--- src/rtl/antares_pipe_skid_register_pkg.sv ---
// Shared constants for the antares pipeline register: handshake state
// encoding {skid_v, main_v} and default widths.
package antares_pipe_skid_register_pkg;

  typedef enum logic [1:0] {
    ANTARES_PIPE_EMPTY = 2'b00,
    ANTARES_PIPE_FULL  = 2'b01,
    ANTARES_PIPE_SKID  = 2'b11
  } pipe_state_e;

  localparam int ANTARES_PIPE_DATA_WIDTH = 72;
  localparam int ANTARES_PIPE_CTRL_WIDTH = 1;
  localparam int ANTARES_PIPE_CNT_WIDTH  = 16;

endpackage

--- src/rtl/antares_pipe_entry.sv ---
// One pipeline entry: valid flag, data and side-effect ctrl with load/drop/clear.
// Clear and drop zero ctrl; data is left stale since it has no side effects.
module antares_pipe_entry
  import antares_pipe_skid_register_pkg::*;
#(
  parameter int DATA_WIDTH = ANTARES_PIPE_DATA_WIDTH,
  parameter int CTRL_WIDTH = ANTARES_PIPE_CTRL_WIDTH
) (
  input  logic                  clk,
  input  logic                  rst,
  input  logic                  load,
  input  logic                  drop,
  input  logic                  clear,
  input  logic [DATA_WIDTH-1:0] load_data,
  input  logic [CTRL_WIDTH-1:0] load_ctrl,
  output logic                  valid,
  output logic [DATA_WIDTH-1:0] data,
  output logic [CTRL_WIDTH-1:0] ctrl
);

  // Entry storage; clear (flush) has priority over load and drop.
  always_ff @(posedge clk or posedge rst) begin
    if (rst) begin
      valid <= 1'b0;
      data  <= {DATA_WIDTH{1'b0}};
      ctrl  <= {CTRL_WIDTH{1'b0}};
    end else if (clear) begin
      valid <= 1'b0;
      ctrl  <= {CTRL_WIDTH{1'b0}};
    end else if (load) begin
      valid <= 1'b1;
      data  <= load_data;
      ctrl  <= load_ctrl;
    end else if (drop) begin
      valid <= 1'b0;
      ctrl  <= {CTRL_WIDTH{1'b0}};
    end else begin
      valid <= valid;
    end
  end

endmodule

--- src/rtl/antares_pipe_skid_register.sv ---
// Parametrised pipeline register with valid/ready handshake, optional
// 2-entry skid buffer (registered in_ready), ctrl squashing and stall counter.
module antares_pipe_skid_register
  import antares_pipe_skid_register_pkg::*;
#(
  parameter int DATA_WIDTH = ANTARES_PIPE_DATA_WIDTH,
  parameter int CTRL_WIDTH = ANTARES_PIPE_CTRL_WIDTH,
  parameter int SKID_EN    = 1,
  parameter int CNT_WIDTH  = ANTARES_PIPE_CNT_WIDTH
) (
  input  logic                  clk,
  input  logic                  rst,
  input  logic                  in_valid,
  output logic                  in_ready,
  input  logic [DATA_WIDTH-1:0] in_data,
  input  logic [CTRL_WIDTH-1:0] in_ctrl,
  input  logic                  flush,
  output logic                  out_valid,
  input  logic                  out_ready,
  output logic [DATA_WIDTH-1:0] out_data,
  output logic [CTRL_WIDTH-1:0] out_ctrl,
  output logic [CNT_WIDTH-1:0]  stall_cnt
);

  localparam logic [CNT_WIDTH-1:0] CNT_ONE = {{(CNT_WIDTH-1){1'b0}}, 1'b1};
  localparam logic [CNT_WIDTH-1:0] CNT_MAX = {CNT_WIDTH{1'b1}};

  logic                  main_v_s;
  logic [DATA_WIDTH-1:0] main_data_s;
  logic [CTRL_WIDTH-1:0] main_ctrl_s;
  logic                  skid_v_s;
  logic [DATA_WIDTH-1:0] skid_data_s;
  logic [CTRL_WIDTH-1:0] skid_ctrl_s;

  logic                  in_xfer_s;
  logic                  out_xfer_s;
  logic                  main_load_s;
  logic                  main_drop_s;
  logic                  main_from_skid_s;
  logic                  skid_load_s;
  logic                  skid_drop_s;
  logic [DATA_WIDTH-1:0] main_ld_data_s;
  logic [CTRL_WIDTH-1:0] main_ld_ctrl_s;
  pipe_state_e           state_s;
  logic [CNT_WIDTH-1:0]  stall_cnt_r;

  assign in_xfer_s  = in_valid & in_ready;
  assign out_xfer_s = main_v_s & out_ready;

  // Entry load/drop decisions from the current {skid_v, main_v} state.
  always_comb begin
    main_load_s      = 1'b0;
    main_drop_s      = 1'b0;
    main_from_skid_s = 1'b0;
    skid_load_s      = 1'b0;
    skid_drop_s      = 1'b0;
    state_s          = pipe_state_e'({skid_v_s, main_v_s});
    case (state_s)
      ANTARES_PIPE_EMPTY: begin
        main_load_s = in_xfer_s;
      end
      ANTARES_PIPE_FULL: begin
        main_load_s = in_xfer_s & out_xfer_s;
        main_drop_s = out_xfer_s & ~in_xfer_s;
        skid_load_s = in_xfer_s & ~out_xfer_s;
      end
      ANTARES_PIPE_SKID: begin
        main_load_s      = out_xfer_s;
        main_from_skid_s = 1'b1;
        skid_drop_s      = out_xfer_s;
      end
      default: begin
        main_load_s      = 1'b0;
        main_drop_s      = 1'b0;
        main_from_skid_s = 1'b0;
        skid_load_s      = 1'b0;
        skid_drop_s      = 1'b0;
      end
    endcase
  end

  // Main entry refills from skid when draining, otherwise from upstream.
  always_comb begin
    main_ld_data_s = in_data;
    main_ld_ctrl_s = in_ctrl;
    if (main_from_skid_s) begin
      main_ld_data_s = skid_data_s;
      main_ld_ctrl_s = skid_ctrl_s;
    end else begin
      main_ld_data_s = in_data;
      main_ld_ctrl_s = in_ctrl;
    end
  end

  antares_pipe_entry #(
    .DATA_WIDTH(DATA_WIDTH),
    .CTRL_WIDTH(CTRL_WIDTH)
  ) u_main (
    .clk      (clk),
    .rst      (rst),
    .load     (main_load_s),
    .drop     (main_drop_s),
    .clear    (flush),
    .load_data(main_ld_data_s),
    .load_ctrl(main_ld_ctrl_s),
    .valid    (main_v_s),
    .data     (main_data_s),
    .ctrl     (main_ctrl_s)
  );

  generate
    if (SKID_EN != 0) begin : gen_skid
      antares_pipe_entry #(
        .DATA_WIDTH(DATA_WIDTH),
        .CTRL_WIDTH(CTRL_WIDTH)
      ) u_skid (
        .clk      (clk),
        .rst      (rst),
        .load     (skid_load_s),
        .drop     (skid_drop_s),
        .clear    (flush),
        .load_data(in_data),
        .load_ctrl(in_ctrl),
        .valid    (skid_v_s),
        .data     (skid_data_s),
        .ctrl     (skid_ctrl_s)
      );
      // Registered ready: no combinational path from out_ready.
      assign in_ready = ~skid_v_s;
    end else begin : gen_noskid
      assign skid_v_s    = 1'b0;
      assign skid_data_s = {DATA_WIDTH{1'b0}};
      assign skid_ctrl_s = {CTRL_WIDTH{1'b0}};
      assign in_ready    = out_ready | ~main_v_s;
    end
  endgenerate

  // Saturating backpressure counter; only rst clears it.
  always_ff @(posedge clk or posedge rst) begin
    if (rst) begin
      stall_cnt_r <= {CNT_WIDTH{1'b0}};
    end else if (main_v_s && !out_ready && (stall_cnt_r != CNT_MAX)) begin
      stall_cnt_r <= stall_cnt_r + CNT_ONE;
    end else begin
      stall_cnt_r <= stall_cnt_r;
    end
  end

  assign out_valid = main_v_s;
  assign out_data  = main_data_s;
  assign out_ctrl  = main_ctrl_s & {CTRL_WIDTH{main_v_s}};
  assign stall_cnt = stall_cnt_r;

endmodule

--- config.mk ---
export PLATFORM = sky130hd
export DESIGN_NAME = antares_pipe_skid_register
export DESIGN_NICKNAME = d
export VERILOG_FILES = /design/src/rtl/antares_pipe_skid_register_pkg.sv /design/src/rtl/antares_pipe_entry.sv /design/src/rtl/antares_pipe_skid_register.sv
export SDC_FILE = /design/constraint.sdc
export NUM_CORES = 1
export LEC_CHECK = 0
export ABC_AREA = 1
export BUFFER_PORTS_ARGS = -buffer_cell sky130_fd_sc_hd__buf_2
export CAP_MARGIN = 20
export CELL_PAD_IN_SITES_DETAIL_PLACEMENT = 2
export CELL_PAD_IN_SITES_GLOBAL_PLACEMENT = 2
export CORE_MARGIN = 5
export CORE_UTILIZATION = 30
export DETAILED_ROUTE_END_ITERATION = 8
export GPL_TIMING_DRIVEN = 0
export PLACE_DENSITY = 0.83
export SYNTH_ARGS = -nofsm -noshare
export SYNTH_HDL_FRONTEND = slang
export SYNTH_HIERARCHICAL = 1
export SYNTH_SLANG_ARGS = --single-unit
--- constraint.sdc ---
create_clock -name clk -period 2.4 [get_ports clk]
set_input_delay 0.12 -clock clk [delete_from_list [all_inputs] [get_ports clk]]
set_output_delay 0.12 -clock clk [all_outputs]
set_load 0.01 [all_outputs]
[Yosys cells after proc, flatten, opt, wreduce, memory -nomap -nowiden]
Index checks and enable logic that the tools add are counted.
Storage, ports and cells
  register bits: 164
  bits in latches: 0
  memory bits (writable): 0
  bits in read-only memories: 0
  output and inout port bits: 91
  word-level logic and storage cells: 46
  memories kept: 0
Operators by class
  add/sub/neg operators: 1
  $mul: 0
  divide/modulo/power cells: 0
  $lt $le $gt $ge: 0
  equal/unequal tests: 3
  shifts and indexed selects: 0
  muxes and demuxes: 17
  bitwise gates (word level): 10
  reductions and logical operators: 8
Operator list (count)
  $mux 72: 1
  $add 16x1->16 const B: 1
  $ne 16x16->1 const B: 1
  $mux 1: 15
  $and 1x1->1: 6
  $reduce_bool 3->1: 2
  $not 1->1: 4
  $reduce_and 2->1: 2
  $pmux 1 s3: 1
  $eq 2x1->1 const B: 1
  $eq 2x2->1 const B: 1
  $logic_and 1x1->1: 2
  $logic_not 2->1: 1
  $logic_not 1->1: 1

[Depth between registers and ports, before layout]
Gate-level depths: netlist of the first run.
  depth in word-level cells: 8
  mapped depth: 9

[Cells and area by module]
The synthesis of the first run kept the hierarchy.
By module, submodules not included
  antares_pipe_entry: instances 2, cells each 324, area each 2939.1 sq um, seq. area each 1851.8 sq um
  antares_pipe_skid_register: instances 1, cells each 241, area each 2173.3 sq um, seq. area each 400.4 sq um

[Worst setup path after synthesis of the first run]
OpenSTA, ideal clock, no wires.
  kind: register to register
  start: register u_main.valid
  end: register u_main.data[33]
  setup time: 0.065 ns
  arrival: 1.591 ns
  setup slack: 0.744 ns
  cell stages (with the launch flop): 9
  buffers on the path: 4
  period minus slack after synthesis: 1.656 ns
  cell sequence: dfrtp_1 -> nand2_1 -> buf_6 -> buf_6 -> a21oi_1 -> buf_4 -> buf_4 -> nand3_1 -> nand2_1
Between the ends
  cells in the longest elaborated chain, start to end: 4
RTL lines
  from (decl): line antares_pipe_entry.sv:16  | output logic valid,
  from (signal assigned): line antares_pipe_entry.sv:38  | valid <= valid;
  $and 1x1->1: line antares_pipe_skid_register.sv:48  | assign out_xfer_s = main_v_s & out_ready;
  $and 1x1->1: line antares_pipe_skid_register.sv:63  | main_load_s = in_xfer_s & out_xfer_s;
  $pmux 1 s3 (*): line antares_pipe_skid_register.sv:58  | case (state_s)
  via main_load_s: line antares_pipe_skid_register.sv:37  | logic main_load_s;
  $reduce_and 2->1 (no line) (*)
  to (signal assigned): line antares_pipe_entry.sv:25  | data <= {DATA_WIDTH{1'b0}};
  to (signal assigned): line antares_pipe_entry.sv:32  | data <= load_data;
  to (decl): line antares_pipe_entry.sv:17  | output logic [DATA_WIDTH-1:0] data,
The timed path passes the listed nets; every way through them passes the cells marked *.
A chain may end at the register's enable or synchronous reset.

[Worst setup path in the final report of the first run]
  start: register u_main.valid
  end: register u_main.data[68]
The elaborated chain is that of the path after synthesis.

==> results of run 1 <==
## layout make-up
class | count | area [µm²] | area share, %
multi-input combinational | 644 | 3480 | 32.49
sequential | 164 | 4104 | 38.32
timing repair buffer | 244 | 1637 | 15.28
buffer | 54 | 366.6 | 3.423
inverter | 27 | 106.4 | 0.9930
antenna | 1 | 2.502 | 0.02336
clock inverter | 15 | 162.7 | 1.519
tap | 341 | 426.7 | 3.984
clock buffer | 17 | 425.4 | 3.972
## cell usage in the layout, fill, tap and decap left out, types with 3 or more instances in the layout
| cell | n |
|---|---|
| sky130_fd_sc_hd__inv_1 | 24 |
| sky130_fd_sc_hd__dfrtp_1 | 164 |
| sky130_fd_sc_hd__buf_4 | 16 |
| sky130_fd_sc_hd__nand3_1 | 154 |
| sky130_fd_sc_hd__buf_6 | 9 |
| sky130_fd_sc_hd__mux2_4 | 59 |
| sky130_fd_sc_hd__dlygate4sd3_1 | 74 |
| sky130_fd_sc_hd__nand3b_1 | 4 |
| sky130_fd_sc_hd__o21ai_0 | 3 |
| sky130_fd_sc_hd__nand4_1 | 6 |
| sky130_fd_sc_hd__clkinvlp_4 | 3 |
| sky130_fd_sc_hd__mux2_2 | 14 |
| sky130_fd_sc_hd__inv_8 | 5 |
| sky130_fd_sc_hd__clkbuf_16 | 17 |
| sky130_fd_sc_hd__nor2_1 | 22 |
| sky130_fd_sc_hd__clkinv_8 | 3 |
| sky130_fd_sc_hd__buf_2 | 197 |
| sky130_fd_sc_hd__nand2_2 | 3 |
| sky130_fd_sc_hd__nand2_1 | 365 |
## power breakdown
group / total [mW] / internal [mW] / switching [mW]
logic: 2.03 / 0.843 / 1.19
registers: 3.92 / 3.45 / 0.468
clock network: 2.77 / 1.40 / 1.37
total: 8.72 / 5.69 / 3.02
## logic make-up (layout without fill, tap and decap cells)
logic type,count (synthesis),after routing
AO/OA/AOI/OAI,7,7
buffers and inverters,81,357
multiplexers,73,73
flip-flops,164,164
XOR/XNOR,3,3
AND/OR/NAND/NOR,560,560
adder cells (fa/ha/maj),1,1
other,0,1
## metrics by stage
step | instances | total power [mW] | instance area (µm²)
5_1_grt | 1507 | 9.232 | 10710
3_3_place_gp | 1398 | 5.650 | 9319
6_report | 1507 | 8.717 | 10710
2_1_floorplan | 889 | 4.949 | 8051
4_1_cts | 1506 | 8.762 | 10710
3_5_place_dp | 1400 | 5.830 | 9379
## worst max-delay path, stage by stage (launching register included)
cell	delay, ns
sky130_fd_sc_hd__dfrtp_1	0.48
sky130_fd_sc_hd__nand2_1	0.13
sky130_fd_sc_hd__buf_6	0.19
sky130_fd_sc_hd__buf_6	0.18
sky130_fd_sc_hd__a21oi_1	0.31
sky130_fd_sc_hd__nand2_2	0.30
sky130_fd_sc_hd__buf_2	0.29
sky130_fd_sc_hd__nand2_1	0.11
sky130_fd_sc_hd__nand2_1	0.07
## final timing paths
kind                                        startpoint                           to  slack [ns]  cells past startpoint
max                           u_main/valid$_DFFE_PP0P_  u_main/data[68]$_DFFE_PP0P_        0.22                      8
min in group asynchronous                          rst  u_main/data[28]$_DFFE_PP0P_        0.21                      3
min                                              flush     u_main/valid$_DFFE_PP0P_        0.03                      4
max reg2reg                   u_main/valid$_DFFE_PP0P_  u_main/data[68]$_DFFE_PP0P_        0.22                      8
max in group asynchronous                          rst     stall_cnt[8]$_DFFE_PP0P_        1.53                      3
min reg2reg                u_main/data[49]$_DFFE_PP0P_  u_main/data[49]$_DFFE_PP0P_        0.47                      2
## routing by layer
layer,vias to the layer above,global-route usage [%]
li1,3400,-
met1,3819,24.64
met2,157,37.91
met3,32,3.621
met4,0,5.378
met5,-,0
## cells in the mapped netlist
cell type / n / area share, %
sky130_fd_sc_hd__nand2_1: 365 / 17
sky130_fd_sc_hd__dfrtp_1: 164 / 51
sky130_fd_sc_hd__nand3_1: 154 / 9.6
sky130_fd_sc_hd__mux2_4: 59 / 11
sky130_fd_sc_hd__buf_2: 29 / 1.8
sky130_fd_sc_hd__inv_1: 26 / 1.2
sky130_fd_sc_hd__nor2_1: 22 / 1.0
sky130_fd_sc_hd__buf_4: 16 / 1.5
sky130_fd_sc_hd__mux2_2: 14 / 2.0
sky130_fd_sc_hd__buf_6: 9 / 1.3
sky130_fd_sc_hd__nand4_1: 6 / 0.47
sky130_fd_sc_hd__nand3b_1: 4 / 0.37
sky130_fd_sc_hd__nand2_2: 3 / 0.23
sky130_fd_sc_hd__o21ai_0: 3 / 0.19
sky130_fd_sc_hd__nand2_4: 2 / 0.28
sky130_fd_sc_hd__nor2_2: 2 / 0.16
sky130_fd_sc_hd__o21ai_1: 2 / 0.12
sky130_fd_sc_hd__xor2_1: 2 / 0.22
sky130_fd_sc_hd__a21oi_1: 1 / 0.062
sky130_fd_sc_hd__ha_1: 1 / 0.16
sky130_fd_sc_hd__inv_2: 1 / 0.047
sky130_fd_sc_hd__nor3_1: 1 / 0.062
sky130_fd_sc_hd__nor3_2: 1 / 0.12
sky130_fd_sc_hd__o21a_1: 1 / 0.093
sky130_fd_sc_hd__xnor2_1: 1 / 0.11
## state kept, by name, summed over array words and instances, names as in the netlist
| signal | flops |
|---|---|
| u_main/data | 72 |
| gen_skid.u_skid/ctrl | 1 |
| u_main/valid | 1 |
| u_main/ctrl | 1 |
| gen_skid.u_skid/data | 72 |
| gen_skid.u_skid/valid | 1 |
| stall_cnt | 16 |
## repair_timing
action	CTS	global route
resized for setup	0	0
setup endpoints to repair	0	1
endpoints found under the hold margin	149	0
hold buffers	74	0
==> Implementation_results.wiki, run 1 <==
{| class="wikitable"
! Metric !! Value
|-
| Status || finished clean
|-
| Type of the worst setup path || reg -> reg
|-
| Total of endpoints with negative setup slack in the final report || 0
|-
| Maximum operating frequency || around 460 MHz
|-
| # Max-Cap Violations || 0
|-
| Tightest Pin Transition || ~0.72 ns
|-
| Width of the die || 173.8 µm
|-
| Met3 layer wire length in the routed design || between 1000 and 1500 µm
|-
| Ys Warns || 6
|-
| Portion of the post-synthesis area used by sequential elements || 50.97%
|-
| Effective utilization at floorplan || between 30% and 40%
|-
| Total Negative Setup Slacks || 0 ns
|-
| Max transition margin || roughly 52%
|-
| Arrival time reported for the critical path endpoint || approximately 2.5 ns
|-
| Detailed route wirelength on metal2 || 16020 µm
|-
| Area Overhead vs Synth || 33.02%
|-
| Final Cycle Share || 90.85%
|-
| Vias in the first global route || roughly 8700
|-
| Clock tree from TritonCTS || yes
|-
| Peak supply drop || 0.0003441 V
|-
| Compound-Gate Fraction of Synth Area || less than 1%
|-
| Drt first pass iters || 4
|-
| Smallest hold slack || roughly 0.028 ns
|-
| Remaining DRCs || 0
|-
| Multiplexer area fraction after synthesis || approximately an eighth
|-
| Number of buffers inserted by port buffering || 168
|-
| Iteration-0 DRC count of the detailed router || between 400 and 500
|-
| Total die area || 30220 µm²
|-
| Drt via density || 4.916
|-
| M1 wire length || ~13000 µm
|-
| Unrepaired setup endpoints after global routing || true
|-
| Count of clock tree sinks || ~160
|-
| Post-Place Worst Slack || 0.1862 ns
|-
| Net count reported at finish || about 1200
|-
| I/O pin count || 169
|-
| Global route total overflow || 0
|-
| Synthesized-area fraction occupied by xor and xnor cells || less than 1%
|-
| Setup Fix Bufs, Post-CTS || 0
|-
| Critical path capture point type || flip-flop
|-
| Min cycle time layout || 2.180 ns
|-
| Count of endpoints failing hold in the final timing report || 0
|-
| Vias after detailed routing || between 7000 and 8000
|-
| Number of cell rows || 60
|-
| Floorplan die height || ~170 µm
|-
| First-pass GRT wire length || ~50000 µm
|-
| Final WL || around 31000 µm
|-
| Fill cells || between 2000 and 3000
|-
| Share of cells above drive strength 1 || between 20% and 30%
|-
| Dominant combinational cell family by area after synthesis || simple AND/OR/NAND/NOR gates
|-
| Critical path fanouts, max || 10
|-
| Average cell area after synthesis || 9.057 µm²
|-
| Max Slew Vio Count || 0
|-
| Number of different library cells in the post-synthesis netlist || 25
|-
| Total track usage || about 20%
|-
| Maximum number of pins on one net before global-route repair || between 60 and 70
|-
| H-tree levels || 4
|-
| CP startpoint kind || flip-flop
|-
| Post-synthesis instance total || approximately 900
|-
| Count of state elements after synthesis || ~160
|-
| Drt wl/cell || ~20 µm
|-
| Clock latency reported for the late side of the worst-skew pair || about 0.43 ns
|-
| Max Used Layer || met4
|-
| Power per standard cell area || between 800 and 900 nW/µm²
|-
| Maximum number of buffers from clock root to sink || 2
|-
| Arithmetic-cell share of the synthesized area counting full adders, half adders and majority gates || 0.1554%
|-
| Leak Pwr || approximately 6 nW
|-
| CTS root buf || sky130_fd_sc_hd__clkbuf_16
|-
| Post-Syn Area || roughly 8000 µm²
|-
| Final critical-path setup slack || approximately 0.22 ns
|-
| Cts bufs inserted || 17
|-
| Simple-Gate Fraction of Synth Area || between 20% and 30%
|-
| Net count after synthesis || 968
|-
| Core area || 26730 µm²
|-
| Number of routed nets with antenna violations || 0
|-
| Required time reported for the critical path endpoint || roughly 2.7 ns
|-
| Core occupancy in the finished layout || roughly 40%
|-
| Class of the tightest hold or removal check || in -> reg
|-
| RePlAce Congestion || 0.7660
|-
| Antenna violations before repair || 1
|-
| Maximum clock skew at final layout || 0.01346 ns
|-
| Clock slew at reported path FFs || roughly 0.070 ns
|-
| Detailed placement HPWL || between 20000 and 25000 µm
|}
(Power assumes the default switching activity.)
==> run 2, diff against run 1 <==
CELL_PAD_IN_SITES_DETAIL_PLACEMENT = 1   (was 2)
==> Implementation_results.wiki, run 2 (synthesis gave the netlist of run 1 again) <==
{| class="wikitable"
! Metric !! Value
|-
| Status || finished clean
|-
| Antenna violations before repair || 0
|-
| Unrepaired setup endpoints after global routing || false
|-
| Number of cell rows || 60
|-
| Global route total overflow || 0
|-
| Delay of the slowest cell on the worst path || 0.48 ns
|-
| Reg2reg setup slack || around 0.27 ns
|-
| Number of routed nets with antenna violations || 0
|-
| I/O pin count || roughly 170
|-
| Leak Pwr || 5.863 nW
|-
| Tightest Pin Transition || a little under 0.7 ns
|-
| First-pass GRT wire length || between 40000 and 50000 µm
|-
| CTS root buf || sky130_fd_sc_hd__clkbuf_16
|-
| Most common cell after layout, fill and taps aside || sky130_fd_sc_hd__nand2_1
|-
| Effective utilization at floorplan || between 30 and 40%
|-
| Clock latency reported for the late side of the worst-skew pair || 0.43 ns
|-
| Placed Instances || 1400
|-
| Fill cells || around 3200
|-
| Vias in the first global route || 7715
|-
| Min cycle time layout || between 2 and 2.5 ns
|-
| First element of the critical path || u_main/valid$_DFFE_PP0P_
|-
| Width of the die || between 150 and 200 µm
|-
| Total Negative Setup Slacks || 0 ns
|-
| Total die area || around 30000 µm²
|-
| Capture point of the worst path || u_main/data[35]$_DFFE_PP0P_
|-
| Number of buffers inserted by port buffering || between 150 and 200
|-
| Arrival time reported for the critical path endpoint || between 2 and 2.5 ns
|-
| Remaining DRCs || 0
|-
| Detailed placement HPWL || roughly 18000 µm
|-
| Power per standard cell area || between 800 and 900 nW/µm²
|-
| Antenna diode instance count || 0
|-
| R2r endpoint || u_main/data[35]$_DFFE_PP0P_
|-
| Count of placed standard cells in the final layout, fillers left out || 1506
|-
| Count of endpoints failing hold in the final timing report || 0
|-
| Core area || approximately 27000 µm²
|-
| Critical path capture point type || flip-flop
|-
| Critical path fanouts, max || 10
|-
| Clock slew at reported path FFs || approximately 0.07 ns
|-
| Count of clock tree sinks || between 150 and 200
|-
| Depth of the worst register-to-register path || 8
|-
| Top library cells by usage in the layout, fill and taps aside || sky130_fd_sc_hd__nand2_1, sky130_fd_sc_hd__buf_2, sky130_fd_sc_hd__dfrtp_1, sky130_fd_sc_hd__nand3_1, sky130_fd_sc_hd__dlygate4sd3_1
|-
| Floorplan die height || between 150 and 200 µm
|-
| Drt first pass iters || 4
|-
| Maximum operating frequency || 469.9 MHz
|-
| Crit path cell chain || nand2_1 > buf_6 > buf_6 > a21oi_1 > nand2_2 > buf_2 > nand2_1 > nand2_1
|-
| Cts bufs inserted || 17
|-
| Maximum clock skew at final layout || about 0.012 ns
|-
| Worst reg2reg startpoint || u_main/valid$_DFFE_PP0P_
|-
| Final Cycle Share || about nine tenths
|-
| Vias after detailed routing || 6984
|-
| Required time reported for the critical path endpoint || ~2.7 ns
|-
| Most repeated library cell on the critical path || sky130_fd_sc_hd__nand2_1
|-
| Cell type of the slowest stage on the worst timing path || sky130_fd_sc_hd__dfrtp_1
|-
| Drt wl/cell || 17.14 µm
|-
| Class of the tightest hold or removal check || in -> reg
|-
| H-tree levels || 4
|-
| Total of endpoints with negative setup slack in the final report || 0
|-
| Maximum number of pins on one net before global-route repair || 65
|-
| Type of the worst setup path || reg -> reg
|-
| Iteration-0 DRC count of the detailed router || around 360
|-
| Peak supply drop || between 0.0003 and 0.0004 V
|-
| RePlAce Congestion || approximately 0.77
|-
| Area Overhead vs Synth || 33.21%
|-
| Total track usage || 17.26%
|-
| # Max-Cap Violations || 0
|-
| Max Slew Vio Count || 0
|-
| Clock tree from TritonCTS || yes
|-
| Share of cells above drive strength 1 || between 20% and 30%
|-
| CP startpoint kind || flip-flop
|-
| Final WL || roughly 26000 µm
|-
| Max transition margin || 54.39%
|-
| Net count reported at finish || around 1200
|-
| Setup Fix Bufs, Post-CTS || 0
|-
| Maximum number of buffers from clock root to sink || 2
|-
| Overall power consumption || about 8.6 mW
|-
| Drt via density || around 4.6
|}
==> run 2: cell types whose count changed in the layout (fill, tap and decap cells not counted), sizes merged <==
cell      delta
inv          +2
diode        -1
bufinv       +1
clkinv       -2
clkinvlp     -1
==> run 2: critical path: cells and delay by family (launching register included) <==
family          cells  cell delay (ns)
compound gates      1             0.30
buf+inv             3             0.67
flops               1             0.48
simple gates        4             0.56
==> run 2: power by group <==
| part | internal, mW | switching [mW] | total (mW) |
|---|---|---|---|
| Combinational | 0.841 | 1.07 | 1.91 |
| Clock | 1.50 | 1.34 | 2.84 |
| Sequential | 3.45 | 0.422 | 3.87 |
==> run 2: layout make-up <==
class,instances,area [µm²],area share [%]
flip-flops and latches,164,4104,38.26
multi-input cells,644,3480,32.44
repair buffers,244,1637,15.26
well taps,341,426.7,3.978
clock buffers,17,425.4,3.966
plain buffers,54,366.6,3.418
clock inverters,15,180.2,1.680
inverters,27,106.4,0.9916
==> run 2: how the worst min path moves through the flow <==
stage           from                           to  slack [ns]  cells after the start
2_1_floorplan    rst     stall_cnt[0]$_DFFE_PP0P_        0.03                      1
3_3_place_gp     rst     stall_cnt[0]$_DFFE_PP0P_        0.28                      2
3_5_place_dp     rst  u_main/data[27]$_DFFE_PP0P_        0.10                      2
4_1_cts        flush     u_main/valid$_DFFE_PP0P_        0.01                      4
5_1_grt        flush     u_main/valid$_DFFE_PP0P_        0.03                      4
6_report       flush     u_main/valid$_DFFE_PP0P_        0.02                      4
==> run 2: layer usage <==
metal  wire, µm  track usage, %  share of wire [%]
met1      12100           22.33                 47
met2      12700           30.15                 49
met3        798           3.206                3.1
met4        215           3.827               0.83
met5          0               0                  0
==> run 2: repair_timing <==
| action | CTS | global route |
|---|---|---|
| endpoints found under the setup margin | 0 | 0 |
| resized for setup | 0 | 0 |
| hold endpoints to repair | 179 | 0 |
| hold buffers | 74 | 0 |
==> run 2: stage by stage <==
stage / instance area (µm²) / utilization [%] / worst slack, ns / hold slack [ns]
after floorplan: 8051 / - / 0.3984 / 0.03374
after global placement: 9319 / 34.87 / -1.115 / 0.2828
after detailed placement: 9379 / 35.09 / 0.2166 / 0.1029
after CTS: 10730 / 40.13 / 0.1944 / 0.01042
after global routing: 10730 / 40.13 / 0.04527 / 0.03449
final: 10730 / 40.13 / 0.2717 / 0.02108
